File: src/rtl/test_pkg_a.sv
// -----------------------------------------------------------------------------
// test_pkg_a
// Shared types for the hero write bus and the hero write deframer.
//   hero_write_t         : one cycle of the hero write bus (46 bits)
//   HERO_DEFRAME_STATE_E : deframer FSM states
//   hero_beat_t          : one beat as stored in the deframer FIFO
// -----------------------------------------------------------------------------
package test_pkg_a;

    localparam int HERO_WIDTH    = 36;
    localparam int SUB_DEF_WIDTH = 7;

    typedef logic [SUB_DEF_WIDTH-1:0] sub_def_t;

    typedef enum logic [1:0] {
        CYCLE_TYPE_IDLE  = 2'd0,
        CYCLE_TYPE_VALID = 2'd1,
        CYCLE_TYPE_DONE  = 2'd2,
        CYCLE_TYPE_RSVD  = 2'd3
    } cycle_type_e;

    // 1 + 2 + 7 + 36 = 46 bits
    typedef struct packed {
        logic                  clk_en;
        cycle_type_e           cycle_type;
        sub_def_t              sub_def;
        logic [HERO_WIDTH-1:0] wdat;
    } hero_write_t;

    localparam int HERO_DEFRAME_FIFO_DEPTH = 8;
    localparam int HERO_DEFRAME_MAX_BEATS  = 16;
    // Beat index field width; deframer instances must use MAX_BEATS no larger
    // than HERO_DEFRAME_MAX_BEATS so their indices fit in this field.
    localparam int HERO_BEAT_IDX_WIDTH     = $clog2(HERO_DEFRAME_MAX_BEATS);

    typedef enum logic [1:0] {
        HERO_DEFRAME_IDLE   = 2'd0,
        HERO_DEFRAME_ACTIVE = 2'd1,
        HERO_DEFRAME_DROP   = 2'd2
    } HERO_DEFRAME_STATE_E;

    typedef struct packed {
        logic [HERO_WIDTH-1:0]          wdat;
        sub_def_t                       sub_def;
        logic                           last;
        logic [HERO_BEAT_IDX_WIDTH-1:0] beat_idx;
    } hero_beat_t;

    // A bus cycle carries a beat only when enabled and not IDLE.
    function automatic logic is_hero_beat(input hero_write_t h);
        return h.clk_en && (h.cycle_type != CYCLE_TYPE_IDLE);
    endfunction

endpackage

File: src/rtl/hero_beat_fifo.sv
// -----------------------------------------------------------------------------
// hero_beat_fifo
// Synchronous FIFO of hero_beat_t. A push is accepted when not full, or when
// full but a pop happens in the same cycle. The head is read straight from the
// storage registers and forced to zero while empty.
// Ports:
//   clk, rst_n  : clock, asynchronous active-low reset
//   push        : write push_beat this cycle
//   push_beat   : beat to write
//   pop         : consume the head this cycle
//   head        : current head beat (zero when empty)
//   full, empty : occupancy flags
// -----------------------------------------------------------------------------
module hero_beat_fifo
    import test_pkg_a::*;
#(
    parameter int DEPTH = HERO_DEFRAME_FIFO_DEPTH
) (
    input  logic       clk,
    input  logic       rst_n,
    input  logic       push,
    input  hero_beat_t push_beat,
    input  logic       pop,
    output hero_beat_t head,
    output logic       full,
    output logic       empty
);

    localparam int AW = $clog2(DEPTH);
    localparam logic [AW:0] FULL_LEVEL = (AW+1)'(DEPTH);

    hero_beat_t    mem [DEPTH];
    // Pointers carry one extra wrap bit so full and empty are distinguishable.
    logic [AW:0]   wr_ptr;
    logic [AW:0]   rd_ptr;
    logic [AW:0]   level;
    logic          do_push;
    logic          do_pop;

    assign level   = wr_ptr - rd_ptr;
    assign full    = (level == FULL_LEVEL);
    assign empty   = (level == '0);
    assign do_pop  = pop && !empty;
    assign do_push = push && (!full || do_pop);

    // NOTE: sequential state uses non-blocking assignments so every register
    // samples pre-edge values regardless of statement order.
    always_ff @(posedge clk or negedge rst_n) begin
        if (!rst_n) begin
            wr_ptr <= '0;
            rd_ptr <= '0;
        end else begin
            if (do_push) wr_ptr <= wr_ptr + 1'b1;
            if (do_pop)  rd_ptr <= rd_ptr + 1'b1;
        end
    end

    // NOTE: storage is deliberately not reset; the pointers define validity
    // and the head is masked while empty.
    always_ff @(posedge clk) begin
        if (do_push) mem[wr_ptr[AW-1:0]] <= push_beat;
    end

    assign head = empty ? '0 : mem[rd_ptr[AW-1:0]];

endmodule

File: src/rtl/hero_write_deframer.sv
// -----------------------------------------------------------------------------
// hero_write_deframer
// Absorbs hero write bus beats (no backpressure) into a skid FIFO and re-emits
// them as a valid/ready stream with last marker and beat index. Reports
// transaction completion, overflow and length errors.
// Ports:
//   clk, rst_n    : clock, asynchronous active-low reset
//   hero_in       : hero bus cycle
//   out_valid     : head beat available
//   out_ready     : downstream accepts head beat
//   out_wdat      : beat data
//   out_sub       : beat sub_def
//   out_last      : beat was DONE
//   out_beat_idx  : 0-based beat position within its transaction
//   txn_done      : one-cycle pulse after a DONE beat is accepted into the FIFO
//   txn_beats     : beat count of that transaction, valid with txn_done
//   overflow_err  : sticky, beat arrived with no FIFO room
//   len_err       : sticky, transaction exceeded MAX_BEATS
//   err_clr       : clears the sticky errors
// -----------------------------------------------------------------------------
module hero_write_deframer
    import test_pkg_a::*;
#(
    parameter int FIFO_DEPTH     = HERO_DEFRAME_FIFO_DEPTH,
    parameter int MAX_BEATS      = HERO_DEFRAME_MAX_BEATS,
    parameter int BEAT_IDX_WIDTH = $clog2(MAX_BEATS)
) (
    input  logic                      clk,
    input  logic                      rst_n,
    input  hero_write_t               hero_in,
    output logic                      out_valid,
    input  logic                      out_ready,
    output logic [HERO_WIDTH-1:0]     out_wdat,
    output sub_def_t                  out_sub,
    output logic                      out_last,
    output logic [BEAT_IDX_WIDTH-1:0] out_beat_idx,
    output logic                      txn_done,
    output logic [BEAT_IDX_WIDTH:0]   txn_beats,
    output logic                      overflow_err,
    output logic                      len_err,
    input  logic                      err_clr
);

    localparam logic [BEAT_IDX_WIDTH:0] MAX_IDX = (BEAT_IDX_WIDTH+1)'(MAX_BEATS);

    HERO_DEFRAME_STATE_E       state;
    HERO_DEFRAME_STATE_E       state_nxt;
    logic [BEAT_IDX_WIDTH:0]   count;
    logic [BEAT_IDX_WIDTH:0]   count_nxt;
    logic [BEAT_IDX_WIDTH:0]   cur_idx;

    logic        beat;
    logic        is_done;
    logic        pop;
    logic        room;
    logic        push;
    logic        done_set;
    logic        ovf_set;
    logic        len_set;
    hero_beat_t  push_beat;
    hero_beat_t  head;
    logic        fifo_full;
    logic        fifo_empty;

    assign beat    = is_hero_beat(hero_in);
    assign is_done = (hero_in.cycle_type == CYCLE_TYPE_DONE);
    assign pop     = out_valid && out_ready;
    // A pop in the same cycle frees the slot the incoming beat needs.
    assign room    = !fifo_full || pop;
    assign cur_idx = (state == HERO_DEFRAME_IDLE) ? '0 : count;

    always_comb begin
        // NOTE: every output of this block gets a default first so no path
        // leaves a signal unassigned and infers a latch.
        state_nxt          = state;
        count_nxt          = count;
        push               = 1'b0;
        done_set           = 1'b0;
        ovf_set            = 1'b0;
        len_set            = 1'b0;
        push_beat.wdat     = hero_in.wdat;
        push_beat.sub_def  = hero_in.sub_def;
        push_beat.last     = is_done;
        push_beat.beat_idx = HERO_BEAT_IDX_WIDTH'(cur_idx);

        if (beat) begin
            unique case (state)
                HERO_DEFRAME_DROP: begin
                    if (is_done) state_nxt = HERO_DEFRAME_IDLE;
                end
                default: begin
                    if (cur_idx == MAX_IDX) begin
                        // Over-length beat: discard the rest of the transaction.
                        // A DONE here already ends it, so there is nothing left
                        // to drop.
                        len_set   = 1'b1;
                        state_nxt = is_done ? HERO_DEFRAME_IDLE : HERO_DEFRAME_DROP;
                    end else if (!room) begin
                        ovf_set   = 1'b1;
                        state_nxt = is_done ? HERO_DEFRAME_IDLE : HERO_DEFRAME_DROP;
                    end else begin
                        push = 1'b1;
                        if (is_done) begin
                            done_set  = 1'b1;
                            state_nxt = HERO_DEFRAME_IDLE;
                        end else begin
                            count_nxt = cur_idx + 1'b1;
                            state_nxt = HERO_DEFRAME_ACTIVE;
                        end
                    end
                end
            endcase
        end
    end

    always_ff @(posedge clk or negedge rst_n) begin
        if (!rst_n) begin
            state        <= HERO_DEFRAME_IDLE;
            count        <= '0;
            txn_done     <= 1'b0;
            txn_beats    <= '0;
            overflow_err <= 1'b0;
            len_err      <= 1'b0;
        end else begin
            state        <= state_nxt;
            count        <= count_nxt;
            txn_done     <= done_set;
            txn_beats    <= done_set ? (cur_idx + 1'b1) : '0;
            // A new error in the same cycle as err_clr takes priority.
            overflow_err <= (overflow_err && !err_clr) || ovf_set;
            len_err      <= (len_err && !err_clr) || len_set;
        end
    end

    hero_beat_fifo #(
        .DEPTH (FIFO_DEPTH)
    ) u_fifo (
        .clk       (clk),
        .rst_n     (rst_n),
        .push      (push),
        .push_beat (push_beat),
        .pop       (pop),
        .head      (head),
        .full      (fifo_full),
        .empty     (fifo_empty)
    );

    assign out_valid    = !fifo_empty;
    assign out_wdat     = head.wdat;
    assign out_sub      = head.sub_def;
    assign out_last     = head.last;
    assign out_beat_idx = BEAT_IDX_WIDTH'(head.beat_idx);

endmodule

File: config.mk
export PLATFORM = sky130hd
export DESIGN_NAME = hero_write_deframer
export DESIGN_NICKNAME = d
export VERILOG_FILES = /design/src/rtl/test_pkg_a.sv /design/src/rtl/hero_beat_fifo.sv /design/src/rtl/hero_write_deframer.sv
export SDC_FILE = /design/constraint.sdc
export NUM_CORES = 1
export LEC_CHECK = 0
export ABC_AREA = 1
export ABC_CLOCK_PERIOD_IN_PS = 8840
export CORE_AREA = 2 2 226 228
export CTS_CLUSTER_SIZE = 24
export DETAILED_ROUTE_END_ITERATION = 16
export DIE_AREA = 0 0 228 230
export PLACE_DENSITY = 0.59
export SYNTH_ARGS = -nofsm -noshare
export SYNTH_HDL_FRONTEND = slang
export SYNTH_SLANG_ARGS = --single-unit
File: constraint.sdc
create_clock -name clk -period 8.84 [get_ports clk]
set_input_delay 1.768 -clock clk [delete_from_list [all_inputs] [get_ports clk]]
set_output_delay 1.768 -clock clk [all_outputs]
set_load 0.01 [all_outputs]
==> results.py <==
metrics = {
    "timing": {
        "hold_viol": 0,
        "rsz0062_at_grt": "no",
        "final_max_slew_viol_count": 0,
        "clock.fmax_mhz": 169,
        "min_period_ns": 5.90,
        "final.setup.tns_ns": 0,
        "slew_headroom": 0.261,
        "fin_crit_sh": 0.668,
        "skew_ns": 0.0115,
        "final-setup-viol-count": 0,
        "tightest_slew_ns": 1.11,
    },
    "layout": {
        "drive_above_1_share": 0.0755,
        "mostFrequentLayoutCell": "edfxtp_1",
        "diodes": 0,
        "area_delta_synth_final_pct": 18.5,
        "n_fill_cell": 4742,
        "layout_common_cells": "384 x edfxtp_1, 242 x nand2_1, 192 x a21oi_1",
        "final_nets": 1360,
    },
    "outcome": {
        "outcome": "finished clean",
    },
    "power": {
        "cellPowerDensity_nw_per_um2": 353,
        "total_power_uw": 6850,
        "power.leakage_uw": 0.00689,
        "peakVddDrop_mv": 0.223,
    },
    "floorplanning": {
        "initial_core_util": 0.328,
        "core_area_sq_um": 49900,
        "die_w_um": 228,
        "die_area_sq_um": 52400,
        "pin_count": 107,
        "dieHeight_um": 230,
        "rows": 82,
    },
    "logic_synthesis": {
        "synth_edf_count": 384,
        "synth-main-ff-cell": "edfxtp_1",
        "yosys_warnings": 0,
        "yosysUniqueCellTypes": 30,
        "synthesis.instances": 1211,
        "syn_nets": 1268,
        "netlist_area_sq_um": 16400,
        "synth-seq-cells": 407,
        "post_synth.cell_area_avg_sq_um": 13.5,
        "ys_async_sr_fraction": 0.0565,
        "ys_seq_area_frac": 0.739,
    },
    "worst_setup_path": {
        "cp_max_fo": 135,
        "arrival_ns": 4.13,
        "cpPeakStageDelay_ns": 0.81,
        "path_depth": 7,
        "crit_path_cell_trace": "inv_6 -> buf_4 -> nand2_1 -> a22oi_1 -> mux2i_1 -> nor2_1 -> clkdlybuf4s50_1",
        "r2r_slack_ns": 4.65,
        "cp_num_buf_inv": 3,
        "critical_path_class": "flip-flop to primary output",
        "cp_top_family": "buffers and inverters",
        "r2r_start": "state[1]$_DFFE_PN0P_",
        "required_ns": 7.07,
        "end_kind": "primary output",
        "start_kind": "flip-flop",
        "crit_slowest_cell": "inv_6",
        "crit_start": "u_fifo.rd_ptr[0]$_DFFE_PN0P_",
        "r2r_cells": 10,
    },
    "worst_hold_path": {
        "hold-path-cell-count": 2,
        "hold_class": "flip-flop to flip-flop",
        "min_from": "count[4]$_DFFE_PN0P_",
    },
    "drt": {
        "avgViaCountPerCell": 4.96,
        "vias": 9955,
        "antenna_left": 0,
        "firstDrtPassIters": 5,
        "drt_iter0_drc": 616,
        "route.detailed.drc": 0,
        "wirelength_mm": 38.2,
        "wl_per_cell_um": 19.0,
    },
    "clock_tree": {
        "clk_latency_ns": 0.54,
        "cts_setup_buffers": 0,
        "cts_root_buffer": "clkbuf_16",
        "cts_inserted_buffers": 43,
        "clkSinkCount": 407,
        "clkTransAtPathRegs_ns": 0.06,
        "cts-resized-gates": 0,
        "cts.path.max_buffers": 3,
        "cts_tree": "yes",
        "htree_levels": 2,
        "postCtsHoldBufs": 0,
    },
    "global_routing": {
        "grt_pass1_wl_mm": 58.3,
        "grt_pass1_vias": 9836,
        "overflow": 0,
        "grt_max_degree": 136,
        "antenna_found_initial": 2,
        "grtUsageTotal": 0.143,
    },
    "place": {
        "portBuffers": 106,
        "dp.final_hpwl_mm": 19.9,
        "gp_congestion": 0.771,
    },
    "job": {
        "maxCapViolations": 0,
    },
}
==> flip-flops by register name, indices dropped and copies added, names as in the netlist <==
signal	cells
u_fifo.wr_ptr	4
txn_beats	5
state	2
overflow_err	1
txn_done	1
u_fifo.mem	384
len_err	1
count	5
u_fifo.rd_ptr	4
==> synthesized netlist by cell type, types with 5 or more instances <==
library cell	number	area, sq um
a21oi_1	192	961
inv_2	5	18.8
nand2_1	242	908
a22oi_1	96	721
edfxtp_1	384	11500
ha_1	7	87.6
buf_2	35	175
buf_4	10	75.1
nand4_1	7	43.8
clkbuf_1	20	75.1
dfrtp_1	23	576
inv_1	25	93.8
mux2i_1	48	480
nand3_1	15	75.1
buf_6	7	78.8
nor2_2	9	56.3
o21ai_0	6	30.0
nor2_1	56	210
==> power breakdown <==
group / switching [uW] / total [uW] / leakage (uW) / internal, uW
combinational: 1580 / 2620 / 0.00246 / 1040
clock: 710 / 1730 / 0.000654 / 1020
sequential: 134 / 2500 / 0.00378 / 2370
total: 2420 / 6850 / 0.00689 / 4430
==> layout make-up <==
| class | instances | area [sq um] | share of cell area |
|---|---|---|---|
| Clock buffer | 54 | 1160 | 0.0598 |
| Clock inverter | 25 | 199 | 0.0103 |
| Inverter | 31 | 124 | 0.00638 |
| Multi-Input combinational cell | 697 | 3770 | 0.195 |
| Sequential cell | 407 | 12100 | 0.624 |
| Tap cell | 672 | 841 | 0.0433 |
| Timing Repair Buffer | 123 | 1190 | 0.0613 |
==> per-stage QoR <==
step	utilization	worst slack [ns]	hold WS, ns	instances	cell area (sq um)
2_1_floorplan	-	2.71	0.442	1211	16400
3_3_place_gp	0.362	3.54	0.462	1930	18000
3_5_place_dp	0.362	3.49	0.464	1930	18000
4_1_cts	0.389	2.91	0.477	2009	19400
5_1_grt	0.389	2.65	0.511	2009	19400
6_report	0.389	2.94	0.470	2009	19400
==> worst reg2reg max path: cells and delay by family, from the launching register on <==
kind / cells / cell delay (ns)
adder cells (fa/ha/maj): 1 / 0.24
buffers and inverters: 2 / 0.80
flip-flops: 1 / 0.38
AO/OA/AOI/OAI: 1 / 0.57
AND/OR/NAND/NOR: 6 / 1.82
==> cell families after synthesis <==
group | Yosys count | synth area share
flip-flops | 407 | 0.739
AND/OR/NAND/NOR | 338 | 0.0839
AO/OA/AOI/OAI | 298 | 0.106
buffers and inverters | 107 | 0.0329
multiplexers | 48 | 0.0293
adder cells (fa/ha/maj) | 7 | 0.00535
XOR/XNOR | 6 | 0.00321
==> final timing paths <==
path,end
max in group asynchronous,u_fifo.rd_ptr[1]$_DFFE_PN0P_
max reg2reg,u_fifo.mem[5][45]$_DFFE_PP_
max,out_wdat[32]
min in group asynchronous,txn_done$_DFF_PN0_
min,count[4]$_DFFE_PN0P_
min reg2reg,count[4]$_DFFE_PN0P_
==> routing by layer <==
layer / vias up / global-route usage / wire, um
li1: 4650 / - / -
met1: 5032 / 0.195 / 17200
met2: 217 / 0.237 / 18400
met3: 52 / 0.0262 / 1770
met4: 4 / 0.0362 / 713
met5: - / 0 / 24
(Power assumes the default switching activity.)
